<file path="src/rtl/voucher_scan_decoder_if.sv">
// Scanner/controller bundle for voucher_scan_decoder.
// master: scanner + payment controller side; slave: the decoder.
interface voucher_scan_decoder_if #(
    parameter int DIGITS = 4
);
    logic                scan_start;
    logic                sym_valid;
    logic [3:0]          sym_data;
    logic                scan_busy;
    logic [4*DIGITS-1:0] voucher_id;
    logic                scan_done;
    logic                scan_error;
    logic [1:0]          err_code;

    modport master (
        output scan_start,
        output sym_valid,
        output sym_data,
        input  scan_busy,
        input  voucher_id,
        input  scan_done,
        input  scan_error,
        input  err_code
    );

    modport slave (
        input  scan_start,
        input  sym_valid,
        input  sym_data,
        output scan_busy,
        output voucher_id,
        output scan_done,
        output scan_error,
        output err_code
    );
endinterface

</file>
<file path="src/rtl/voucher_scan_decoder.sv">
// Nibble-serial voucher scan decoder: DIGITS data nibbles + XOR check digit.
// Ports: clk, reset_n (async low), bus (slave): start/symbol in, busy/id/done/error/err_code out.
module voucher_scan_decoder #(
    parameter int DIGITS  = 4,
    parameter int TIMEOUT = 1000
) (
    input logic                   clk,
    input logic                   reset_n,
    voucher_scan_decoder_if.slave bus
);
    localparam int ID_W  = 4 * DIGITS;
    localparam int CNT_W = $clog2(DIGITS + 2);
    localparam int TMR_W = $clog2(TIMEOUT + 1);

    // Symbol count at which the incoming symbol is the check digit.
    localparam logic [CNT_W-1:0] CHK_IDX  = CNT_W'(DIGITS);
    localparam logic [TMR_W-1:0] TMR_LAST = TMR_W'(TIMEOUT - 1);

    typedef enum logic [1:0] {
        S_IDLE,
        S_COLLECT,
        S_REPORT
    } state_t;

    state_t           state_q, state_d;
    logic [CNT_W-1:0] cnt_q, cnt_d;
    logic [ID_W-1:0]  shreg_q, shreg_d;
    logic [3:0]       xsum_q, xsum_d;
    logic [TMR_W-1:0] tmr_q, tmr_d;
    logic [ID_W-1:0]  id_q, id_d;
    logic [1:0]       err_q, err_d;
    logic             done_q, done_d;
    logic             error_q, error_d;
    logic             busy_q, busy_d;

    always_comb begin
        state_d = state_q;
        cnt_d   = cnt_q;
        shreg_d = shreg_q;
        xsum_d  = xsum_q;
        tmr_d   = tmr_q;
        id_d    = id_q;
        err_d   = err_q;
        done_d  = 1'b0;
        error_d = 1'b0;

        unique case (state_q)
            // The report cycle already counts as idle for scan_start,
            // so a new scan can begin on the edge right after the pulse.
            S_IDLE, S_REPORT: begin
                state_d = S_IDLE;
                if (bus.scan_start) begin
                    state_d = S_COLLECT;
                    cnt_d   = '0;
                    shreg_d = '0;
                    xsum_d  = '0;
                    tmr_d   = '0;
                end
            end

            S_COLLECT: begin
                if (bus.sym_valid) begin
                    cnt_d = cnt_q + 1'b1;
                    tmr_d = '0;
                    if (cnt_q == CHK_IDX) begin
                        state_d = S_REPORT;
                        if (bus.sym_data == xsum_q) begin
                            id_d   = shreg_q;
                            err_d  = 2'b00;
                            done_d = 1'b1;
                        end else begin
                            err_d   = 2'b01;
                            error_d = 1'b1;
                        end
                    end else begin
                        shreg_d = (shreg_q << 4) | ID_W'(bus.sym_data);
                        xsum_d  = xsum_q ^ bus.sym_data;
                    end
                end else if (tmr_q == TMR_LAST) begin
                    // Partial ID in shreg is simply dropped.
                    state_d = S_REPORT;
                    err_d   = 2'b10;
                    error_d = 1'b1;
                end else begin
                    tmr_d = tmr_q + 1'b1;
                end
            end

            default: begin
                state_d = S_IDLE;
            end
        endcase

        busy_d = (state_d == S_COLLECT);
    end

    always_ff @(posedge clk or negedge reset_n) begin
        if (!reset_n) begin
            state_q <= S_IDLE;
            cnt_q   <= '0;
            shreg_q <= '0;
            xsum_q  <= '0;
            tmr_q   <= '0;
            id_q    <= '0;
            err_q   <= 2'b00;
            done_q  <= 1'b0;
            error_q <= 1'b0;
            busy_q  <= 1'b0;
        end else begin
            state_q <= state_d;
            cnt_q   <= cnt_d;
            shreg_q <= shreg_d;
            xsum_q  <= xsum_d;
            tmr_q   <= tmr_d;
            id_q    <= id_d;
            err_q   <= err_d;
            done_q  <= done_d;
            error_q <= error_d;
            busy_q  <= busy_d;
        end
    end

    assign bus.scan_busy  = busy_q;
    assign bus.voucher_id = id_q;
    assign bus.scan_done  = done_q;
    assign bus.scan_error = error_q;
    assign bus.err_code   = err_q;

endmodule

</file>
<file path="src/flat_wrapper.sv">
// flat-port wrapper written by rule: the top's interface ports become plain ports
module voucher_scan_decoder_flat 
#(
    parameter int DIGITS  = 4,
    parameter int TIMEOUT = 1000
)
  (clk, reset_n, bus_scan_start, bus_sym_valid, bus_sym_data, bus_scan_busy, bus_voucher_id, bus_scan_done, bus_scan_error, bus_err_code);
  voucher_scan_decoder_if #(.DIGITS(DIGITS)) bus_i ();
  input logic clk;
  input logic reset_n;
  input wire logic [$bits(bus_i.scan_start)-1:0] bus_scan_start;
  input wire logic [$bits(bus_i.sym_valid)-1:0] bus_sym_valid;
  input wire logic [$bits(bus_i.sym_data)-1:0] bus_sym_data;
  output wire logic [$bits(bus_i.scan_busy)-1:0] bus_scan_busy;
  output wire logic [$bits(bus_i.voucher_id)-1:0] bus_voucher_id;
  output wire logic [$bits(bus_i.scan_done)-1:0] bus_scan_done;
  output wire logic [$bits(bus_i.scan_error)-1:0] bus_scan_error;
  output wire logic [$bits(bus_i.err_code)-1:0] bus_err_code;
  assign bus_i.scan_start = bus_scan_start;
  assign bus_i.sym_valid = bus_sym_valid;
  assign bus_i.sym_data = bus_sym_data;
  assign bus_scan_busy = bus_i.scan_busy;
  assign bus_voucher_id = bus_i.voucher_id;
  assign bus_scan_done = bus_i.scan_done;
  assign bus_scan_error = bus_i.scan_error;
  assign bus_err_code = bus_i.err_code;
  voucher_scan_decoder #(.DIGITS(DIGITS), .TIMEOUT(TIMEOUT)) u_core (.clk(clk), .reset_n(reset_n), .bus(bus_i));
endmodule
</file>
<file path="config.mk">
export PLATFORM = sky130hd
export DESIGN_NAME = voucher_scan_decoder_flat
export DESIGN_NICKNAME = d
export VERILOG_FILES = /design/src/rtl/voucher_scan_decoder_if.sv /design/src/rtl/voucher_scan_decoder.sv /design/src/flat_wrapper.sv
export SDC_FILE = /design/constraint.sdc
export NUM_CORES = 1
export LEC_CHECK = 0
export ABC_CLOCK_PERIOD_IN_PS = 2200
export CAP_MARGIN = 20
export CORE_ASPECT_RATIO = 0.75
export CORE_MARGIN = 4
export CORE_UTILIZATION = 42
export CTS_CLUSTER_DIAMETER = 50
export CTS_CLUSTER_SIZE = 10
export DETAILED_ROUTE_END_ITERATION = 12
export HOLD_SLACK_MARGIN = 0.15
export PLACE_DENSITY = 0.63
export SETUP_SLACK_MARGIN = 0.4
export SLEW_MARGIN = 25
export SYNTH_ARGS = -nofsm -noshare
export SYNTH_HDL_FRONTEND = slang
export SYNTH_SLANG_ARGS = --single-unit
</file>
<file path="constraint.sdc">
create_clock -name clk -period 2.2 [get_ports clk]
set_clock_uncertainty 0.15 [all_clocks]
set_input_delay 0.33 -clock clk [delete_from_list [all_inputs] [get_ports clk]]
set_output_delay 0.33 -clock clk [all_outputs]
set_load 0.05 [all_outputs]
</file>
==> results.sh <==
export IMPL_outcome="completed"
export IMPL_arrival_ns=1.91
export IMPL_layout_common_cells="dfrtp_1, nand2_1, o21ai_0"
export IMPL_die_h_um=75.0
export IMPL_wire_per_inst_um=14.2
export IMPL_fin_crit_sh_pct=84.4
export IMPL_first_global_vias=1661
export IMPL_fillers=536
export IMPL_dp_slack_ns=-0.0542
export IMPL_worst_setup_path_type="register to register"
export IMPL_cp_slowest_cell="dfrtp_1"
export IMPL_synth_top_area_share_pct=55.7
export IMPL_syn2layout_area_growth_pct=25.1
export IMPL_rsz0062_at_grt="yes"
export IMPL_cts_made_buffers=5
export IMPL_reg2reg_slack_ns=0.34
export IMPL_min_period_ns=1.86
export IMPL_grt_max_degree=38
export IMPL_drtIter0Drc=121
export IMPL_syn_area_um2=2520
export IMPL_via_per_inst=5.11
export IMPL_cpPeakStageDelay_ns=0.42
export IMPL_hold_viol=0
export IMPL_async_flop_share_pct=100
export IMPL_maxSlewViolCount=0
export IMPL_ant_nets=0
export IMPL_yosysSeqAreaShare_pct=55.7
export IMPL_antenna_cells=0
export IMPL_regArea_um2=1400
export IMPL_ir_worst_vdd_uv=496
export IMPL_syn_area_per_cell_um2=10.9
export IMPL_die_w_um=97.4
export IMPL_finalSetupViolations=0
export IMPL_hold_path_class="input port to register"
export IMPL_drtPass1Iterations=4
export IMPL_num_rows=24
export IMPL_crit_family="simple AND/OR/NAND/NOR gates"
export IMPL_grt_pass1_wl_um=8150
export IMPL_cp_end_kind="register"
export IMPL_p_leak_nw=1.53
export IMPL_nets=286
export IMPL_core_area_um2=5830
export IMPL_power_density_nw_per_um2=1100
export IMPL_vias=1808
export IMPL_track_usage_pct=14.2
export IMPL_startpoint_type="register"
export IMPL_synthFlopType="dfrtp_1"
export IMPL_relSlewSlack_pct=67.0
export IMPL_cts_num_sinks=56
export IMPL_yosys_warnings=0
export IMPL_worst_slew_pin_slew_ns=0.497
export IMPL_fmax_ghz=0.539
export IMPL_cts_htree_levels=2
export IMPL_syn_inst=232
export IMPL_cp_num_buf_inv=2
export IMPL_multi_input_area_um2=1100
export IMPL_dieArea_um2=7310
export IMPL_synth_top_cell_by_area="dfrtp_1"
export IMPL_portBuffers=28
export IMPL_clk_pin_slew_ns=0.10
export IMPL_drv_cap=0
export IMPL_clock_latency_ns=0.31
export IMPL_path_cells="inv_1, ha_2, nand2_2, or3_4, buf_12, mux2_4"
export IMPL_initial_core_util_pct=43.2
export IMPL_gp_congestion=0.786
export IMPL_dpl_cell_area_um2=2970
export IMPL_final_common_cell="dfrtp_1"
export IMPL_cp_data_required_time_ns=2.26
export IMPL_cts_tree="built"
export IMPL_crit_fanout=17
export IMPL_hpwl_um=3340
export IMPL_synth_seq_cells=56
export IMPL_setup_ws_ns=0.343
export IMPL_synthTopCellsByArea="dfrtp_1, nand2_1, mux2_4"
export IMPL_ios=29
export IMPL_drive_above_1_share_pct=22.1
export IMPL_hold_slack_ns=0.251
export IMPL_antenna_found_initial=0
export IMPL_cts_path_max_buffers=2
export IMPL_syn_nets=243
export IMPL_drc=0
export IMPL_grt_overflow=0
export IMPL_drt_total_wl_um=5030
export IMPL_clockRootBuffer="clkbuf_8"
export IMPL_ys_types=43
export IMPL_fin_area_um2=3150
export IMPL_synth_enable_flop_cells=0
metal layers:
layer | wire length (um) | share of wire (%) | up-vias | global-route usage (%)
met3 | 224 | 4.5 | 7 | 4.26
li1 | - | - | 896 | -
met5 | 0 | 0 | - | 0
met2 | 2160 | 43 | 37 | 19.1
met1 | 2590 | 51 | 868 | 21.8
met4 | 67 | 1.3 | 0 | 3.99
power by group:
part / switching [mW] / total, mW / leakage [nW] / internal [mW]
clock: 0.342 / 0.597 / 0.0434 / 0.256
combinational: 0.798 / 1.33 / 0.744 / 0.529
sequential: 0.218 / 1.53 / 0.747 / 1.31
total: 1.36 / 3.46 / 1.53 / 2.10
state kept, by name, indices dropped and copies added (netlist names):
signal                 count
u_core.bus.err_code        2
u_core.bus.scan_busy       1
u_core.bus.scan_done       1
u_core.bus.scan_error      1
u_core.bus.voucher_id     16
u_core.cnt_q               3
u_core.shreg_q            16
u_core.state_q             2
u_core.tmr_q              10
u_core.xsum_q              4
through the flow:
step                      utilization [%]  instances  setup TNS, ns  power (mW)
after floorplan                         -        232              0        2.37
after global placement               51.0        341         -0.173        2.81
after CTS                            52.7        351              0        3.40
final                                54.1        354              0        3.46
after global routing                 54.1        354              0        3.71
after detailed placement             51.0        341         -0.645        2.83
final cells by class:
cell class | count | area share [%]
Multi-Input combinational cell | 161 | 34.9
Inverter | 4 | 0.477
Sequential cell | 56 | 44.5
Tap cell | 78 | 3.10
Clock buffer | 6 | 2.62
Clock inverter | 2 | 0.477
Timing Repair Buffer | 47 | 13.9
worst reg2reg max path: cells and delay by family (launching register included):
| family | cells | cell delay, ns |
|---|---|---|
| mux | 1 | 0.31 |
| simple gates | 2 | 0.47 |
| flops | 1 | 0.42 |
| buf+inv | 2 | 0.24 |
| fa+ha+maj | 1 | 0.17 |
cells by family (layout without fill, tap and decap cells):
logic type | after synthesis | in the layout | share of synthesized area, %
flops | 56 | 56 | 55.7
simple gates | 83 | 83 | 15.5
compound gates | 49 | 49 | 12.1
buf+inv | 15 | 59 | 3.23
mux | 16 | 16 | 8.50
fa+ha+maj | 3 | 3 | 1.49
xor+xnor | 10 | 10 | 3.48
final timing paths:
check / from / to / cells after the start
worst min register to register: u_core.shreg_q[12] / u_core.shreg_q[12] / 2
worst max-delay path: u_core.cnt_q[0] / u_core.bus.voucher_id[8] / 6
min in group asynchronous: reset_n / u_core.bus.voucher_id[9] / 2
max in group asynchronous: reset_n / u_core.state_q[0] / 3
worst min-delay path: bus_sym_data[2] / u_core.shreg_q[2] / 4
worst max register to register: u_core.cnt_q[0] / u_core.bus.voucher_id[8] / 6
repair_timing:
action                                  4_1_cts  5_1_grt
pin swaps                                     1        4
buffers inserted                              1        3
endpoints found under the setup margin       39       29
gates resized for setup                      24       19
hold buffers                                  1        0
endpoints found under the hold margin        19        0
cells in the mapped netlist (all sizes together) (2+ instances only):
cell type,count
a2111oi,4
a21oi,7
a31o,3
and2,3
and4,2
buf,4
clkbuf,7
dfrtp,56
ha,3
inv,4
mux2,16
nand2,46
nand2b,2
nand3,4
nand4,3
nor2,13
o21ai,25
o2bb2ai,2
xnor2,9
Note: power is estimated with default switching activity, not from simulation.
